### src/rtl/pc_seq_pkg.sv
`default_nettype none
// ============================================================================
// pc_seq_pkg : op codes, condition codes and FSM state encodings
// Rev 1.0
// ============================================================================
package pc_seq_pkg;

  localparam logic [2:0] OP_INC    = 3'b000;
  localparam logic [2:0] OP_JUMP   = 3'b001;
  localparam logic [2:0] OP_BRANCH = 3'b010;
  localparam logic [2:0] OP_CALL   = 3'b011;
  localparam logic [2:0] OP_RET    = 3'b100;
  localparam logic [2:0] OP_HALT   = 3'b101;

  localparam logic [3:0] CC_ALWAYS = 4'd0;
  localparam logic [3:0] CC_EQ     = 4'd1;
  localparam logic [3:0] CC_NE     = 4'd2;
  localparam logic [3:0] CC_LT     = 4'd3;
  localparam logic [3:0] CC_GE     = 4'd4;
  localparam logic [3:0] CC_GT     = 4'd5;
  localparam logic [3:0] CC_LE     = 4'd6;
  localparam logic [3:0] CC_CS     = 4'd7;
  localparam logic [3:0] CC_CC     = 4'd8;
  localparam logic [3:0] CC_MI     = 4'd9;
  localparam logic [3:0] CC_PL     = 4'd10;
  localparam logic [3:0] CC_VS     = 4'd11;
  localparam logic [3:0] CC_VC     = 4'd12;
  localparam logic [3:0] CC_GTZ    = 4'd13;
  localparam logic [3:0] CC_NEVER  = 4'd14;

  localparam logic [0:0] ST_RUN  = 1'b0;
  localparam logic [0:0] ST_HALT = 1'b1;

endpackage
`default_nettype wire

### src/rtl/pc_sequencer_if.sv
`default_nettype none
// ============================================================================
// pc_sequencer_if : decoder <-> sequencer bus (master = decoder side)
// Rev 1.0
// ============================================================================
interface pc_sequencer_if #(
  parameter int PC_WIDTH  = 16,
  parameter int OFF_WIDTH = 8,
  parameter int RAS_DEPTH = 8
);
  localparam int CNT_WIDTH = $clog2(RAS_DEPTH) + 1;

  logic                 stall;
  logic [2:0]           op;
  logic [3:0]           cond;
  logic                 V;
  logic                 C;
  logic                 N;
  logic                 Z;
  logic [OFF_WIDTH-1:0] branch_offset;
  logic [PC_WIDTH-1:0]  jump_addr;
  logic [PC_WIDTH-1:0]  PC;
  logic [CNT_WIDTH-1:0] ras_count;
  logic                 ras_overflow;
  logic                 ras_underflow;
  logic                 halted;

  modport master (
    output stall, op, cond, V, C, N, Z, branch_offset, jump_addr,
    input  PC, ras_count, ras_overflow, ras_underflow, halted
  );

  modport slave (
    input  stall, op, cond, V, C, N, Z, branch_offset, jump_addr,
    output PC, ras_count, ras_overflow, ras_underflow, halted
  );
endinterface
`default_nettype wire

### src/rtl/pc_sequencer_return_stack.sv
`default_nettype none
// ============================================================================
// return_stack : circular LIFO; a push when full overwrites the oldest entry
// Rev 1.0
// ============================================================================
module return_stack #(
  parameter int WIDTH = 16,
  parameter int DEPTH = 8
) (
  input  logic                       clock,
  input  logic                       reset,
  input  logic                       push,
  input  logic                       pop,
  input  logic [WIDTH-1:0]           push_data,
  output logic [WIDTH-1:0]           top_data,
  output logic [$clog2(DEPTH):0]     count,
  output logic                       full,
  output logic                       empty
);
  localparam int PTR_W = $clog2(DEPTH);
  localparam int CNT_W = PTR_W + 1;

  logic [WIDTH-1:0] r_mem [DEPTH];
  logic [PTR_W-1:0] r_ptr;
  logic [CNT_W-1:0] r_count;
  logic [PTR_W-1:0] w_top_idx;

  // r_ptr is the next free slot; wrapping it naturally recycles the oldest entry
  assign w_top_idx = r_ptr - PTR_W'(1);
  assign top_data  = r_mem[w_top_idx];
  assign count     = r_count;
  assign full      = (r_count == CNT_W'(DEPTH));
  assign empty     = (r_count == '0);

  always_ff @(posedge clock) begin
    if (!reset) begin
      r_ptr   <= '0;
      r_count <= '0;
    end else if (push) begin
      r_mem[r_ptr] <= push_data;
      r_ptr        <= r_ptr + PTR_W'(1);
      if (!full) r_count <= r_count + CNT_W'(1);
    end else if (pop && !empty) begin
      r_ptr   <= w_top_idx;
      r_count <= r_count - CNT_W'(1);
    end
  end

endmodule
`default_nettype wire

### src/rtl/pc_sequencer.sv
`default_nettype none
// ============================================================================
// pc_sequencer : program-counter sequencer with branch conditions and RAS
// Rev 1.0
// ============================================================================
module pc_sequencer
  import pc_seq_pkg::*;
#(
  parameter int                 PC_WIDTH     = 16,
  parameter int                 OFF_WIDTH    = 8,
  parameter int                 RAS_DEPTH    = 8,
  parameter logic [PC_WIDTH-1:0] RESET_VECTOR = '0
) (
  input  logic           clock,
  input  logic           reset,
  pc_sequencer_if.slave  bus
);
  localparam int CNT_WIDTH = $clog2(RAS_DEPTH) + 1;

  logic [PC_WIDTH-1:0]  r_pc;
  logic [0:0]           r_state;
  logic                 r_ovf;
  logic                 r_unf;

  logic [PC_WIDTH-1:0]  w_pc_inc;
  logic [PC_WIDTH-1:0]  w_off_sext;
  logic [PC_WIDTH-1:0]  w_br_target;
  logic [PC_WIDTH-1:0]  w_pc_next;
  logic [PC_WIDTH-1:0]  w_ras_top;
  logic [CNT_WIDTH-1:0] w_ras_count;
  logic                 w_ras_full;
  logic                 w_ras_empty;
  logic                 w_nv;
  logic                 w_cond_true;
  logic                 w_active;
  logic                 w_push;
  logic                 w_pop;

  assign w_pc_inc    = r_pc + PC_WIDTH'(1);
  assign w_off_sext  = PC_WIDTH'($signed(bus.branch_offset));
  assign w_br_target = r_pc + w_off_sext;
  assign w_nv        = bus.N ^ bus.V;

  always_comb begin
    w_cond_true = 1'b0;
    case (bus.cond)
      CC_ALWAYS: w_cond_true = 1'b1;
      CC_EQ:     w_cond_true = bus.Z;
      CC_NE:     w_cond_true = ~bus.Z;
      CC_LT:     w_cond_true = w_nv;
      CC_GE:     w_cond_true = ~w_nv;
      CC_GT:     w_cond_true = ~bus.Z & ~w_nv;
      CC_LE:     w_cond_true = bus.Z | w_nv;
      CC_CS:     w_cond_true = bus.C;
      CC_CC:     w_cond_true = ~bus.C;
      CC_MI:     w_cond_true = bus.N;
      CC_PL:     w_cond_true = ~bus.N;
      CC_VS:     w_cond_true = bus.V;
      CC_VC:     w_cond_true = ~bus.V;
      CC_GTZ:    w_cond_true = ~bus.N & ~bus.Z;
      default:   w_cond_true = 1'b0;
    endcase
  end

  always_comb begin
    w_pc_next = w_pc_inc;
    case (bus.op)
      OP_JUMP:   w_pc_next = bus.jump_addr;
      OP_BRANCH: w_pc_next = w_cond_true ? w_br_target : w_pc_inc;
      OP_CALL:   w_pc_next = bus.jump_addr;
      OP_RET:    w_pc_next = w_ras_empty ? w_pc_inc : w_ras_top;
      OP_HALT:   w_pc_next = r_pc;
      default:   w_pc_next = w_pc_inc;
    endcase
  end

  assign w_active = (r_state == ST_RUN) && !bus.stall;
  assign w_push   = w_active && (bus.op == OP_CALL);
  assign w_pop    = w_active && (bus.op == OP_RET) && !w_ras_empty;

  return_stack #(
    .WIDTH (PC_WIDTH),
    .DEPTH (RAS_DEPTH)
  ) u_ras (
    .clock     (clock),
    .reset     (reset),
    .push      (w_push),
    .pop       (w_pop),
    .push_data (w_pc_inc),
    .top_data  (w_ras_top),
    .count     (w_ras_count),
    .full      (w_ras_full),
    .empty     (w_ras_empty)
  );

  always_ff @(posedge clock) begin
    if (!reset) begin
      r_pc    <= RESET_VECTOR;
      r_state <= ST_RUN;
      r_ovf   <= 1'b0;
      r_unf   <= 1'b0;
    end else if (w_active) begin
      r_pc <= w_pc_next;
      if (bus.op == OP_HALT)               r_state <= ST_HALT;
      if (w_push && w_ras_full)            r_ovf   <= 1'b1;
      if (bus.op == OP_RET && w_ras_empty) r_unf   <= 1'b1;
    end
  end

  assign bus.PC            = r_pc;
  assign bus.ras_count     = w_ras_count;
  assign bus.ras_overflow  = r_ovf;
  assign bus.ras_underflow = r_unf;
  assign bus.halted        = (r_state == ST_HALT);

endmodule
`default_nettype wire

### src/flat_wrapper.sv
// flat-port wrapper written by rule: the top's interface ports become plain ports
module pc_sequencer_flat import pc_seq_pkg::*;
#(
  parameter int                 PC_WIDTH     = 16,
  parameter int                 OFF_WIDTH    = 8,
  parameter int                 RAS_DEPTH    = 8,
  parameter logic [PC_WIDTH-1:0] RESET_VECTOR = '0
)
  (clock, reset, bus_stall, bus_op, bus_cond, bus_V, bus_C, bus_N, bus_Z, bus_branch_offset, bus_jump_addr, bus_PC, bus_ras_count, bus_ras_overflow, bus_ras_underflow, bus_halted);
  pc_sequencer_if #(.PC_WIDTH(PC_WIDTH), .OFF_WIDTH(OFF_WIDTH), .RAS_DEPTH(RAS_DEPTH)) bus_i ();
  input  logic clock;
  input  logic reset;
  input wire logic [$bits(bus_i.stall)-1:0] bus_stall;
  input wire logic [$bits(bus_i.op)-1:0] bus_op;
  input wire logic [$bits(bus_i.cond)-1:0] bus_cond;
  input wire logic [$bits(bus_i.V)-1:0] bus_V;
  input wire logic [$bits(bus_i.C)-1:0] bus_C;
  input wire logic [$bits(bus_i.N)-1:0] bus_N;
  input wire logic [$bits(bus_i.Z)-1:0] bus_Z;
  input wire logic [$bits(bus_i.branch_offset)-1:0] bus_branch_offset;
  input wire logic [$bits(bus_i.jump_addr)-1:0] bus_jump_addr;
  output wire logic [$bits(bus_i.PC)-1:0] bus_PC;
  output wire logic [$bits(bus_i.ras_count)-1:0] bus_ras_count;
  output wire logic [$bits(bus_i.ras_overflow)-1:0] bus_ras_overflow;
  output wire logic [$bits(bus_i.ras_underflow)-1:0] bus_ras_underflow;
  output wire logic [$bits(bus_i.halted)-1:0] bus_halted;
  assign bus_i.stall = bus_stall;
  assign bus_i.op = bus_op;
  assign bus_i.cond = bus_cond;
  assign bus_i.V = bus_V;
  assign bus_i.C = bus_C;
  assign bus_i.N = bus_N;
  assign bus_i.Z = bus_Z;
  assign bus_i.branch_offset = bus_branch_offset;
  assign bus_i.jump_addr = bus_jump_addr;
  assign bus_PC = bus_i.PC;
  assign bus_ras_count = bus_i.ras_count;
  assign bus_ras_overflow = bus_i.ras_overflow;
  assign bus_ras_underflow = bus_i.ras_underflow;
  assign bus_halted = bus_i.halted;
  pc_sequencer #(.PC_WIDTH(PC_WIDTH), .OFF_WIDTH(OFF_WIDTH), .RAS_DEPTH(RAS_DEPTH), .RESET_VECTOR(RESET_VECTOR)) u_core (.clock(clock), .reset(reset), .bus(bus_i));
endmodule
### config.mk
export PLATFORM = sky130hd
export DESIGN_NAME = pc_sequencer_flat
export DESIGN_NICKNAME = d
export VERILOG_FILES = /design/src/rtl/pc_seq_pkg.sv /design/src/rtl/pc_sequencer_if.sv /design/src/rtl/pc_sequencer_return_stack.sv /design/src/rtl/pc_sequencer.sv /design/src/flat_wrapper.sv
export SDC_FILE = /design/constraint.sdc
export NUM_CORES = 1
export LEC_CHECK = 0
export BUFFER_PORTS_ARGS = -buffer_cell sky130_fd_sc_hd__buf_2
export CORE_MARGIN = 1.5
export CORE_UTILIZATION = 58
export DETAILED_ROUTE_END_ITERATION = 12
export GPL_ROUTABILITY_DRIVEN = 0
export PLACE_DENSITY = 0.89
export SETUP_SLACK_MARGIN = 0.15
export SLEW_MARGIN = 15
export SYNTH_ARGS = -nofsm -noshare
export SYNTH_HDL_FRONTEND = slang
export SYNTH_SLANG_ARGS = --single-unit
### constraint.sdc
create_clock -name clock -period 7.3 [get_ports clock]
set_clock_uncertainty 0.1 [all_clocks]
set_input_delay 1.095 -clock clock [delete_from_list [all_inputs] [get_ports clock]]
set_output_delay 1.095 -clock clock [all_outputs]
set_load 0.05 [all_outputs]
Yosys cells after proc, flatten, opt, wreduce, memory -nomap -nowiden
Memories as Yosys holds them, arrays and structs flattened.
Cells that the tools add are included.

word-level totals
  bits of input ports = 38
  memories kept = 1
  register bits = 26
  bits in writable memories = 128
  logic and storage cells = 74
  output and inout bits = 23

memories
  name                words  width  read ports  clocked after Yosys merged registers in  wr ports  RTL line                         text
  u_core.u_ras.r_mem  8      16     1           0                                        1         pc_sequencer_return_stack.sv:23  logic [WIDTH-1:0] r_mem [DEPTH];

cells by class
  equal/unequal tests = 20
  add/sub/neg operators = 6
  mux-type cells = 12
  reduce and logical (&&, ||, !) cells = 18
  bitwise gates (word level) = 11

operators with widths
  cell                                                                number
  16-bit one-hot mux with 4 select lines                              1
  16-bit two-way mux                                                  2
  4-bit == test, second input constant                                7
  16-bit by 1-bit adder with 16-bit output, second input constant     1
  16-bit adder                                                        1
  4-bit by 3-bit == test with 1-bit output, second input constant     4
  1-bit one-hot mux with 14 select lines                              1
  4-bit two-way mux                                                   3
  2-bit AND reduction                                                 5
  4-bit by 2-bit == test with 1-bit output, second input constant     2
  4-bit logical NOT                                                   2
  1-bit logical AND                                                   7
  1-bit inverter                                                      7
  3-bit by 2-bit == test with 1-bit output, second input constant     2
  3-bit == test, second input constant                                2
  3-bit two-way mux                                                   2
  4-bit by 1-bit adder with 4-bit output, second input constant       1
  4-bit by 1-bit == test with 1-bit output, second input constant     1
  4-bit by 1-bit subtractor with 4-bit output, second input constant  1
  3-bit by 1-bit adder with 3-bit output, second input constant       1
  3-bit by 1-bit == test with 1-bit output, second input constant     1
  1-bit two-way mux                                                   3
  3-bit by 1-bit subtractor with 3-bit output, second input constant  1
  1-bit bitwise AND                                                   2
  6 further kinds                                                     7

Depth between registers and ports, before layout
Gate-level depths: netlist (run 1).

  depth after elaboration = 7
  depth in mapped cells = 13
  gate-level depth less buffers = 9

Hierarchy
From an unflattened synthesis (run 1), not the netlist that was laid out.

second synthesis, totals
  cell total of the unflattened synthesis = 579
  area total of the unflattened synthesis = 7793.7 um2

modules (own cells, without submodules)
  module        seq. area each (um2)  area each (um2)  times used  cells each
  return_stack  3983.8                5413.9           1           257
  pc_sequencer  380.4                 2379.8           1           322

Worst setup path after synthesis (run 1)
Ideal clock, no wire load.

  path kind = in2reg
  start = input bus_op[0]
  end = memory u_core.u_ras.r_mem[1][0], enable pin
  stages on the path = 6
  library setup time = 0.409 ns
  required time = 6.791 ns
  path buffers = 2
  arrival = 2.958 ns
  setup slack = 3.832 ns
  cell sequence = nor2b_1 buf_2 and3_1 buf_2 nand3_1 nor3_1

on the way
  word-level cells in the longest chain between the ends = 5

RTL lines
  what                                      RTL line                         text
  start: declaration                        flat_wrapper.sv:14               input wire logic [$bits(bus_i.op)-1:0] bus_op;
  3-bit by 2-bit == test with 1-bit output  pc_sequencer.sv:78               assign w_push = w_active && (bus.op == OP_CALL);
  1-bit logical AND                         pc_sequencer.sv:78
  1-bit two-way mux                         pc_sequencer_return_stack.sv:39  end else if (push) begin
  1-bit two-way mux                         pc_sequencer_return_stack.sv:36  if (!reset) begin
  1-bit two-way mux (not written as such)   pc_sequencer_return_stack.sv:40  r_mem[r_ptr] <= push_data;
  end: declaration                          pc_sequencer_return_stack.sv:23

Every way passes these cells.

Final worst setup path (run 1)
  start = register u_core.u_ras.r_ptr[0]
  end = register u_core.r_pc[0], in the netlist u_core.bus.PC[0]

on the way
  word-level cells in the longest chain between the ends = 4

RTL lines
  what                                         RTL line                         text
  start: declaration                           pc_sequencer_return_stack.sv:24  logic [PTR_W-1:0] r_ptr;
  start signal: assignment                     pc_sequencer_return_stack.sv:41  r_ptr <= r_ptr + PTR_W'(1);
  start signal: assignment                     pc_sequencer_return_stack.sv:44  r_ptr <= w_top_idx;
  3-bit by 1-bit subtractor with 3-bit output  pc_sequencer_return_stack.sv:29  assign w_top_idx = r_ptr - PTR_W'(1);
  memory 8 x 16 bit                            --
  16-bit two-way mux                           pc_sequencer.sv:71               OP_RET: w_pc_next = w_ras_empty ? w_pc_inc : w_ras_top;
  16-bit one-hot mux with 4 select lines       pc_sequencer.sv:67               case (bus.op)
  end signal: assignment                       pc_sequencer.sv:103              r_pc <= w_pc_next;
  end: declaration                             pc_sequencer.sv:20               logic [PC_WIDTH-1:0] r_pc;

Every way passes these cells.
A chain may end at the register's enable or synchronous reset.

==> impl_metrics.env, run 1 <==
export IMPL_max_slew_margin_pct=35.7
export IMPL_drive_above_1_share_pct=24.1
export IMPL_yosysWarnings=0
export IMPL_tightest_slew_ns=0.957
export IMPL_post_cts_buffers=0
export IMPL_max_cap_violations=0
export IMPL_clk_pin_slew_ns=0.06
export IMPL_numCtsBuffers=17
export IMPL_crit_arrival_ns=3.73
export IMPL_wirelength_um=18100
export IMPL_final_cell_mix="edfxtp_1, buf_2, mux4_2"
export IMPL_endpoint_kind="flip-flop"
export IMPL_synthArstFlopShare_pct=0
export IMPL_hold_class="reg2reg"
export IMPL_vias=5221
export IMPL_num_rows=41
export IMPL_syn_cell_area_um2=7620
export IMPL_slew_violations=0
export IMPL_io_pins=61
export IMPL_grt_pass1_wl_um=28200
export IMPL_power_density_nw_per_um2=251
export IMPL_final_hold_violation_count=0
export IMPL_grt_pass1_vias=5137
export IMPL_drtIter0Drc=481
export IMPL_layout_commonest_cell="edfxtp_1"
export IMPL_areaGrowthSynthToFinish_pct=14.4
export IMPL_start_util_pct=59.9
export IMPL_die_width_um=118
export IMPL_cts_tree="done"
export IMPL_ir_drop_v=0.000142
export IMPL_clock_sinks=154
export IMPL_placedCellCount=767
export IMPL_viasPerCell=6.53
export IMPL_status="completed"
export IMPL_clk_path_buf_depth=2
export IMPL_ys_ff_latch=154
export IMPL_ant_nets=0
export IMPL_post_route_min_period_ns=3.55
export IMPL_port_buffers=60
export IMPL_grt_max_degree=37
export IMPL_synth_edf_count=128
export IMPL_drc=0
export IMPL_syn_avg_cell_area_um2=13.8
export IMPL_grt_overflow_total=0
export IMPL_dp_hpwl_um=12200
export IMPL_ys_types=63
export IMPL_worstPathRequired_ns=7.47
export IMPL_max_freq_mhz=281
export IMPL_synth_ff_type="edfxtp_1"
export IMPL_cts_root_buf="clkbuf_16"
export IMPL_cellLeakagePower_nw=3.25
export IMPL_rsz0062_at_grt="no"
export IMPL_insertedDiodeCount=0
export IMPL_antenna_found_initial=0
export IMPL_synth_fp_nets=611
export IMPL_synthesis_instances=551
export IMPL_critPathKind="reg2reg"
export IMPL_wl_per_cell_um=22.6
export IMPL_startpoint_type="flip-flop"
export IMPL_grt_total_usage_pct=26.9
export IMPL_cts_repair_resized=0
export IMPL_dieHeight_um=118
export IMPL_htree_levels=4
export IMPL_drt_pass1_iterations=5
export IMPL_tns_ns=0
export IMPL_finalNonFillerCells=799
export IMPL_core_area_um2=12700
export IMPL_nets=674
export IMPL_crit_fanout=36
export IMPL_die_area_um2=13800
export IMPL_clkLatencyLatePin_ns=0.42
export IMPL_cts_hold_buf=0
export IMPL_yosysSeqAreaShare_pct=57.3
export IMPL_min_period_over_period_pct=48.7
export IMPL_finalSetupViolations=0
## synth_stat cells, drive strengths merged, types with 5 or more instances
| cell | instances | area share [%] |
|---|---|---|
| a21o | 10 | 1.1 |
| a21oi | 30 | 2.0 |
| a221oi | 14 | 2.0 |
| a31oi | 5 | 0.41 |
| and2 | 7 | 0.57 |
| and3 | 8 | 0.66 |
| buf | 15 | 1.2 |
| clkbuf | 12 | 0.59 |
| dfxtp | 26 | 6.8 |
| edfxtp | 128 | 50 |
| ha | 20 | 3.3 |
| inv | 10 | 0.49 |
| mux2i | 19 | 2.5 |
| mux4 | 32 | 9.5 |
| nand2 | 23 | 1.1 |
| nand3 | 14 | 0.92 |
| nor2 | 31 | 1.7 |
| nor2b | 9 | 0.74 |
| nor3 | 11 | 0.72 |
| o21ai | 29 | 1.9 |
| xnor2 | 27 | 3.1 |
| xor2 | 10 | 1.2 |
## power by group
part           total [mW]  leakage [nW]  switching, mW  internal, mW
combinational       0.300          1.57          0.192         0.107
sequential          0.991          1.39         0.0192         0.971
clock               0.897         0.290          0.332         0.565
## per-stage QoR
step | utilization [%] | setup WS, ns | power (mW) | instance area [µm²] | hold slack (ns)
after floorplan | - | 3.83 | 1.22 | 7620 | 0.565
after global placement | 63.6 | 3.29 | 1.28 | 8090 | 0.368
after detailed placement | 63.6 | 3.10 | 1.30 | 8090 | 0.405
after CTS | 68.4 | 3.53 | 2.18 | 8700 | 0.419
after global routing | 68.5 | 3.49 | 2.25 | 8710 | 0.429
final | 68.5 | 3.75 | 2.19 | 8710 | 0.416
## worst paths after layout
check	from	end	slack [ns]	cells past startpoint
hold / removal	u_core.bus.ras_overflow	u_core.bus.ras_overflow	0.42	2
hold reg to reg	u_core.bus.ras_overflow	u_core.bus.ras_overflow	0.42	2
setup / recovery	u_core.u_ras.r_ptr[0]	u_core.bus.PC[0]	3.75	11
setup reg to reg	u_core.u_ras.r_ptr[0]	u_core.bus.PC[0]	3.75	11
## area by class of cell
class,instances,area [µm²]
flip-flops and latches,154,4370
clock buffers,17,425
inverters,10,37.5
multi-input cells,360,3100
fillers,880,4010
well taps,172,215
clock inverters,15,181
repair buffers,71,383
## metal layers
metal,GRT usage (%),vias up,routed length [µm]
met5,0,-,0
met4,10.4,0,541
met2,43.5,343,8890
met1,35.8,2547,6840
li1,-,2292,-
met3,6.30,39,1800
## state kept, by name, indices dropped and copies added, names as in the netlist
signal and flops:
u_core.u_ras.r_mem 128, u_core.bus.PC 16, u_core.u_ras.count 4, u_core.u_ras.r_ptr 3, u_core.bus.halted 1, u_core.bus.ras_overflow 1
u_core.bus.ras_underflow 1
## cell families after synthesis
family          count (synthesis)  synth area share [%]
flops                         154                  57.3
compound gates                125                  11.5
simple gates                  122                  8.25
mux                            54                  12.5
xor+xnor                       37                  4.35
buf+inv                        37                  2.28
fa+ha+maj                      22                  3.81
## critical path, cell delays in order (launching register included)
cell      delay (ns)
dfxtp_2         0.31
buf_4           0.54
inv_1           0.17
ha_1            0.42
buf_4           0.44
mux4_2          0.42
mux2i_1         0.23
nor2_1          0.08
a211oi_1        0.28
o31ai_2         0.14
o221ai_1        0.20
a31oi_1         0.07
Note: power is estimated with default switching activity, not from simulation.
==> run 2, diff against run 1 <==
--- a/config.mk
+++ b/config.mk
@@ -5,12 +5,13 @@
 export SDC_FILE = /design/constraint.sdc
 export NUM_CORES = 1
 export LEC_CHECK = 0
+export ABC_AREA = 1
 export BUFFER_PORTS_ARGS = -buffer_cell sky130_fd_sc_hd__buf_2
 export CORE_MARGIN = 1.5
-export CORE_UTILIZATION = 58
+export CORE_UTILIZATION = 55
 export DETAILED_ROUTE_END_ITERATION = 12
 export GPL_ROUTABILITY_DRIVEN = 0
-export PLACE_DENSITY = 0.89
+export PLACE_DENSITY = 0.88
 export SETUP_SLACK_MARGIN = 0.15
 export SLEW_MARGIN = 15
 export SYNTH_ARGS = -nofsm -noshare
==> constraint.sdc (replaced) <==
create_clock -name clock -period 2.9 [get_ports clock]
set_clock_uncertainty 0.1 [all_clocks]
set_input_delay 0.435 -clock clock [delete_from_list [all_inputs] [get_ports clock]]
set_output_delay 0.435 -clock clock [all_outputs]
set_load 0.05 [all_outputs]
==> run 2 against run 1 <==
Hold slack got worse by 0.14 ns; critical path depth is the same; worst setup slack worse by 3.5 ns; sequential cell count is the same; core utilization down 3.6 points; cell area is 9.0% higher; clock-buffer cell count increased by 1; first-iteration DRC count grew 140%; critical endpoint is now u_core.bus.PC[12].
==> impl_metrics.env, run 2 <==
export IMPL_status="completed"
export IMPL_num_rows=44
export IMPL_syn_avg_cell_area_um2=8.43
export IMPL_p_switching_mw=1.55
export IMPL_cts_tree="done"
export IMPL_ant_nets=0
export IMPL_largest_reg_flops=128
export IMPL_yosysWarnings=0
export IMPL_synth_ff_type="edfxtp_1"
export IMPL_path_buf_inv=2
export IMPL_final_cell_mix="nand2_1, edfxtp_1, nor2_1"
export IMPL_viasPerCell=6.04
export IMPL_cell_internal_pwr_mw=3.96
export IMPL_drive_above_1_share_pct=12.9
export IMPL_dieHeight_um=126
export IMPL_power_density_nw_per_um2=580
export IMPL_synthesis_instances=986
export IMPL_final_util_pct=64.8
export IMPL_regMostFlops="u_core.u_ras.r_mem"
export IMPL_drtIter0Drc=1145
export IMPL_cts_root_buf="clkbuf_16"
export IMPL_syn_cell_area_um2=8320
export IMPL_synth_most_common_cell="nand2_1"
export IMPL_htree_levels=4
export IMPL_yosysTopAreaCellShare_pct=46.2
export IMPL_tightest_slew_ns=0.814
export IMPL_pwr_share_clk_pct=38.5
export IMPL_ys_top_cells_by_area="edfxtp_1, nand2_1, dfxtp_1"
export IMPL_switching_share_pct=28.1
export IMPL_yosys_area_top_type="edfxtp_1"
export IMPL_clock_sinks=154
export IMPL_tns_ns=0
export IMPL_clk_path_buf_depth=2
export IMPL_cellLeakagePower_nw=4.03
export IMPL_areaGrowthSynthToFinish_pct=14.2
export IMPL_start_util_pct=56.8
export IMPL_path_delay_family="compound AO/OA/AOI/OAI gates"
export IMPL_clkLatencyLatePin_ns=0.42
export IMPL_antenna_found_initial=0
export IMPL_startpoint_type="flip-flop"
export IMPL_critPathMaxStageDelay_ns=0.44
export IMPL_yosysSeqAreaShare_pct=52.5
export IMPL_critPathKind="reg2reg"
export IMPL_grt_pass1_wl_um=36300
export IMPL_worstPathRequired_ns=3.15
export IMPL_drc=0
export IMPL_grt_total_usage_pct=29.7
export IMPL_combPwrFrac_pct=16.3
export IMPL_max_cap_violations=0
export IMPL_die_width_um=126
export IMPL_vias=7549
export IMPL_grt_overflow_total=0
export IMPL_port_buffers=60
export IMPL_max_slew_margin_pct=45.4
export IMPL_synth_fp_nets=1046
export IMPL_post_route_min_period_ns=2.64
export IMPL_rsz0062_at_grt="no"
export IMPL_grt_max_degree=69
export IMPL_fillers=1112
export IMPL_timing_rr_start="u_core.u_ras.r_ptr[1]"
export IMPL_drt_pass1_iterations=6
export IMPL_r2r_slack_ns=0.26
export IMPL_crit_fanout=44
export IMPL_critical_path_most_common_cell="o21ai_0"
export IMPL_crit_arrival_ns=2.88
export IMPL_reg2regPathDepth=11
export IMPL_final_hold_violation_count=0
export IMPL_crit_path_top_delay_cell="dfxtp_1"
export IMPL_path_cells="inv_1 -> ha_1 -> buf_12 -> o21ai_0 -> o21ai_0 -> o21ai_0 -> o21ai_0 -> a21oi_1 -> nand2_1 -> nand2_1 -> a21oi_1"
export IMPL_ir_drop_v=0.000495
export IMPL_die_area_um2=15900
export IMPL_wl_per_cell_um=18.6
export IMPL_dp_hpwl_um=15100
export IMPL_layout_commonest_cell="nand2_1"
export IMPL_min_period_over_period_pct=90.9
export IMPL_slew_violations=0
export IMPL_hold_class="in2reg"
export IMPL_synth_edf_count=128
export IMPL_ys_types=38
export IMPL_ys_ff_latch=154
export IMPL_endpoint_kind="flip-flop"
export IMPL_synthArstFlopShare_pct=0
export IMPL_numCtsBuffers=17
export IMPL_wirelength_um=23300
export IMPL_power_share_sequential_pct=45.2
export IMPL_clk_pin_slew_ns=0.06
export IMPL_max_freq_mhz=379
export IMPL_io_pins=61
export IMPL_synth_commonest_cells="nand2_1, edfxtp_1, nor2_1"
export IMPL_core_area_um2=14600
export IMPL_min_from="reset"
export IMPL_r2r_end="u_core.bus.PC[12]"
export IMPL_post_cts_buffers=0
export IMPL_finalSetupViolations=0
export IMPL_grt_pass1_vias=7018
export IMPL_insertedDiodeCount=0
export IMPL_worstHoldPathCells=3
export IMPL_holdPathEnd="u_core.bus.PC[2]"
export IMPL_nets=1112
-- run 2: power by group through the flow --
stage          Combinational (mW)  Sequential, mW  Clock, mW
3_3_place_gp                0.836            2.53          0
6_report                    0.898            2.49       2.12
4_1_cts                     0.870            2.49       2.11
2_1_floorplan               0.535            2.59          0
5_1_grt                     0.977            2.49       2.21
3_5_place_dp                0.855            2.53          0
-- run 2: routing by layer --
| layer | routed length (µm) | vias up | GRT usage, % |
|---|---|---|---|
| met1 | 8620 | 3459 | 36.1 |
| met3 | 2370 | 95 | 5.78 |
| met5 | 0 | - | 0 |
| met4 | 1100 | 0 | 16.0 |
| li1 | - | 3456 | - |
| met2 | 11200 | 539 | 50.2 |
-- run 2: kinds of logic after synthesis --
| logic type | synth area share (%) |
|---|---|
| compound gates | 10.6 |
| buf+inv | 6.21 |
| simple gates | 25.3 |
| flops | 52.5 |
| fa+ha+maj | 3.49 |
| xor+xnor | 1.90 |
-- run 2: cell type report --
| type | count | area [µm²] | share of cell area (%) |
|---|---|---|---|
| inverters | 95 | 357 | 3.76 |
| repair buffers | 81 | 508 | 5.35 |
| well taps | 184 | 230 | 2.42 |
| clock buffers | 18 | 429 | 4.52 |
| clock inverters | 14 | 131 | 1.38 |
| flip-flops and latches | 154 | 4370 | 46.0 |
| multi-input cells | 703 | 3470 | 36.6 |
-- run 2: repair_timing --
item / CTS / global route
resized for setup: 0 / 4
endpoints found under the setup margin: 0 / 5
hold buffers: 0 / 0
-- run 2: tightest hold or removal path, stage by stage --
cell and delay, ns:
buf_2 0.18, o21ai_0 0.10, a21oi_1 0.04
-- run 2: metrics by stage --
| step | std cells | area, µm² | setup WS (ns) | hold slack, ns | power, mW |
|---|---|---|---|---|---|
| final | 1249 | 9490 | 0.264 | 0.278 | 5.51 |
| after global routing | 1249 | 9490 | 0.146 | 0.283 | 5.67 |
| after CTS | 1249 | 9480 | 0.230 | 0.257 | 5.47 |
| after detailed placement | 1217 | 8920 | 0.358 | 0.354 | 3.39 |
| after global placement | 1217 | 8920 | 0.431 | 0.338 | 3.37 |
| after floorplan | 986 | 8320 | 0.0251 | 0.411 | 3.13 |
-- run 2: worst max-delay path by stage --
stage | startpoint | to | slack [ns] | cells after the start
after global routing | u_core.u_ras.r_ptr[1] | u_core.bus.PC[12] | 0.15 | 11
after global placement | bus_branch_offset[0] | u_core.bus.PC[8] | 0.43 | 12
after floorplan | u_core.bus.halted | u_core.u_ras.r_mem[4][0] | 0.03 | 5
after CTS | u_core.u_ras.r_ptr[1] | u_core.bus.PC[12] | 0.23 | 11
final | u_core.u_ras.r_ptr[1] | u_core.bus.PC[12] | 0.26 | 11
after detailed placement | u_core.u_ras.r_ptr[1] | u_core.bus.PC[10] | 0.36 | 11
==> run 3, diff against run 2 <==
--- a/config.mk
+++ b/config.mk
@@ -16,4 +16,5 @@
 export SLEW_MARGIN = 15
 export SYNTH_ARGS = -nofsm -noshare
 export SYNTH_HDL_FRONTEND = slang
+export SYNTH_HIERARCHICAL = 1
 export SYNTH_SLANG_ARGS = --single-unit
==> run 3 against run 2 <==
Register-to-register slack is essentially flat; cell area rose by 2.2%; global-route usage shrank 0.61 points; first-iteration DRC count is 28% lower; synthesized cell count decreased by 2.2%; non-clock buffer count increased by 11; synthesized area about the same; total power increased by 7.7%; critical path type unchanged; highest routed layer unchanged.
==> impl_metrics.env, run 3 <==
export IMPL_grt_max_degree=68
export IMPL_ir_drop_v=0.000456
export IMPL_pwr_share_clk_pct=44.6
export IMPL_start_util_pct=56.8
export IMPL_path_buf_inv=2
export IMPL_grt_pass1_vias=6873
export IMPL_vias=7414
export IMPL_hold_class="in2reg"
export IMPL_path_cells="inv_1 -> ha_4 -> buf_12 -> nor2_1 -> o21ai_0 -> nand2_1 -> nor2_1 -> a21oi_1 -> nand2_1 -> nor2_1 -> a211oi_1 -> nand2_1 -> nand2_1 -> nand2_1 -> nor2_1 -> nor2_1"
export IMPL_htree_levels=4
export IMPL_drt_pass1_iterations=7
export IMPL_power_density_nw_per_um2=612
export IMPL_max_freq_mhz=378
export IMPL_grt_overflow_total=0
export IMPL_synth_fp_nets=1024
export IMPL_io_pins=61
export IMPL_min_period_over_period_pct=91.2
export IMPL_wirelength_um=23100
export IMPL_worstPathRequired_ns=3.11
export IMPL_worstHoldPathCells=5
export IMPL_holdPathEnd="u_core/bus.PC[13]"
export IMPL_ys_ff_latch=154
export IMPL_die_area_um2=15900
export IMPL_viasPerCell=5.97
export IMPL_cell_internal_pwr_mw=4.47
export IMPL_final_hold_violation_count=0
export IMPL_max_slew_margin_pct=53.3
export IMPL_cts_hold_buf=0
export IMPL_clk_pin_slew_ns=0.07
export IMPL_antenna_found_initial=0
export IMPL_yosysWarnings=6
export IMPL_grt_total_usage_pct=29.1
export IMPL_ant_nets=0
export IMPL_ys_top_cells_by_area="edfxtp_1, nand2_1, nor2_1"
export IMPL_insertedDiodeCount=0
export IMPL_finalSetupViolations=0
export IMPL_layout_commonest_cell="nand2_1"
export IMPL_yosys_area_top_type="edfxtp_1"
export IMPL_core_area_um2=14600
export IMPL_clk_path_buf_depth=2
export IMPL_post_route_min_period_ns=2.65
export IMPL_num_rows=44
export IMPL_combPwrFrac_pct=13.5
export IMPL_final_util_pct=66.2
export IMPL_max_cap_violations=0
export IMPL_p_switching_mw=1.46
export IMPL_cts_root_buf="clkbuf_16"
export IMPL_drtIter0Drc=830
export IMPL_synth_commonest_cells="nand2_1, nor2_1, edfxtp_1"
export IMPL_synth_ff_type="edfxtp_1"
export IMPL_wl_per_cell_um=18.6
export IMPL_areaGrowthSynthToFinish_pct=16.7
export IMPL_reg2regPathDepth=16
export IMPL_final_cell_mix="nand2_1, nor2_1, edfxtp_1"
export IMPL_rsz0062_at_grt="yes"
export IMPL_yosysTopAreaCellShare_pct=46.2
export IMPL_r2r_end="u_core/bus.PC[5]"
export IMPL_crit_fanout=25
export IMPL_path_delay_family="simple AND/OR/NAND/NOR gates"
export IMPL_crit_path_top_delay_cell="dfxtp_1"
export IMPL_critPathMaxStageDelay_ns=0.42
export IMPL_syn_avg_cell_area_um2=8.62
export IMPL_regMostFlops="u_core/u_ras/r_mem"
export IMPL_synth_edf_count=128
export IMPL_ys_types=46
export IMPL_synth_most_common_cell="nand2_1"
export IMPL_place_area_um2=8910
export IMPL_status="completed"
export IMPL_min_from="bus_jump_addr[13]"
export IMPL_timing_rr_start="u_core/u_ras/r_ptr[1]"
export IMPL_tns_ns=0
export IMPL_critPathKind="reg2reg"
export IMPL_synthesis_instances=964
export IMPL_synthArstFlopShare_pct=0
export IMPL_dieHeight_um=126
export IMPL_yosysSeqAreaShare_pct=52.5
export IMPL_largest_reg_flops=128
export IMPL_grt_pass1_wl_um=35700
export IMPL_port_buffers=60
export IMPL_nets=1105
export IMPL_power_share_sequential_pct=41.9
export IMPL_switching_share_pct=24.6
export IMPL_startpoint_type="flip-flop"
export IMPL_slew_violations=0
export IMPL_drive_above_1_share_pct=14.3
export IMPL_cts_tree="done"
export IMPL_syn_cell_area_um2=8310
export IMPL_drc=0
export IMPL_power_mw=5.93
export IMPL_die_width_um=126
export IMPL_clkLatencyLatePin_ns=0.42
export IMPL_tightest_slew_ns=0.701
export IMPL_numCtsBuffers=17
export IMPL_endpoint_kind="flip-flop"
export IMPL_clock_sinks=154
export IMPL_fin_area_um2=9700
export IMPL_r2r_slack_ns=0.25
export IMPL_dp_hpwl_um=14800
export IMPL_cellLeakagePower_nw=4.11
export IMPL_crit_arrival_ns=2.85
-- run 3: cell count changes after synthesis, sizes merged, moves of 4 or more --
cell,previous run,this run
o211ai,12,1
nand2,265,205
nand3,103,43
o21a,0,16
o21ai,71,92
inv,95,86
nor2,113,195
o21bai,7,2
a221oi,0,4
nand3b,1,6
-- run 3: area by class of cell --
cell class,instances,area [µm²]
Timing Repair Buffer,92,596
Tap cell,184,230
Inverter,87,330
Multi-Input combinational cell,693,3470
Sequential cell,154,4370
Clock inverter,13,270
Clock buffer,19,433
Fill cell,1056,4940
-- run 3: per-layer routing --
metal  GRT usage [%]  up-vias  part of all wire (%)
met5               0        -                     0
met4            16.1        0                   5.6
met3            5.10      114                   9.3
met2            48.7      519                    48
met1            35.9     3376                    37
li1                -     3405                     -
-- run 3: worst max-delay path by stage --
stage / slack [ns] / end / start / cells past startpoint
after floorplan: 0.21 / u_core/u_ras/r_mem[1][0] / u_core/bus.halted / 7
after global placement: 0.42 / u_core/bus.PC[1] / u_core/u_ras/r_ptr[1] / 14
after detailed placement: 0.19 / u_core/bus.PC[5] / u_core/u_ras/r_ptr[1] / 16
after CTS: 0.13 / u_core/bus.PC[0] / u_core/u_ras/r_ptr[1] / 15
after global routing: 0.08 / u_core/bus.PC[5] / u_core/u_ras/r_ptr[1] / 16
final: 0.25 / u_core/bus.PC[5] / u_core/u_ras/r_ptr[1] / 16
-- run 3: power by group through the flow --
stage          combinational [mW]  clock (mW)  sequential (mW)
2_1_floorplan               0.462           0             2.59
3_3_place_gp                0.735           0             2.53
3_5_place_dp                0.754           0             2.53
4_1_cts                     0.768        2.65             2.49
5_1_grt                     0.869        2.75             2.49
6_report                    0.800        2.65             2.49
-- run 3: kinds of logic after synthesis --
kind of cell,synth area share [%]
fa+ha+maj,3.49
simple gates,23.7
compound gates,12.5
buf+inv,5.99
xor+xnor,1.88
flops,52.5
-- run 3: timing repair --
action,in CTS,in global routing
endpoints found under the hold margin,0,0
gates cloned,0,1
setup endpoints to repair,2,7
resized for setup,1,7
buffers inserted,0,1
-- run 3: metrics by stage --
| step | hold WS [ns] | instances | worst slack [ns] |
|---|---|---|---|
| floorplan | 0.438 | 964 | 0.210 |
| global placement | 0.335 | 1208 | 0.417 |
| detailed placement | 0.341 | 1208 | 0.189 |
| CTS | 0.260 | 1240 | 0.130 |
| global route | 0.294 | 1242 | 0.0841 |
| finish | 0.276 | 1242 | 0.255 |
-- run 3: worst min-delay path, delay by kind of cell --
family / cells / cell delay, ns
buffers and inverters: 1 / 0.08
and+or+nand+nor: 4 / 0.25
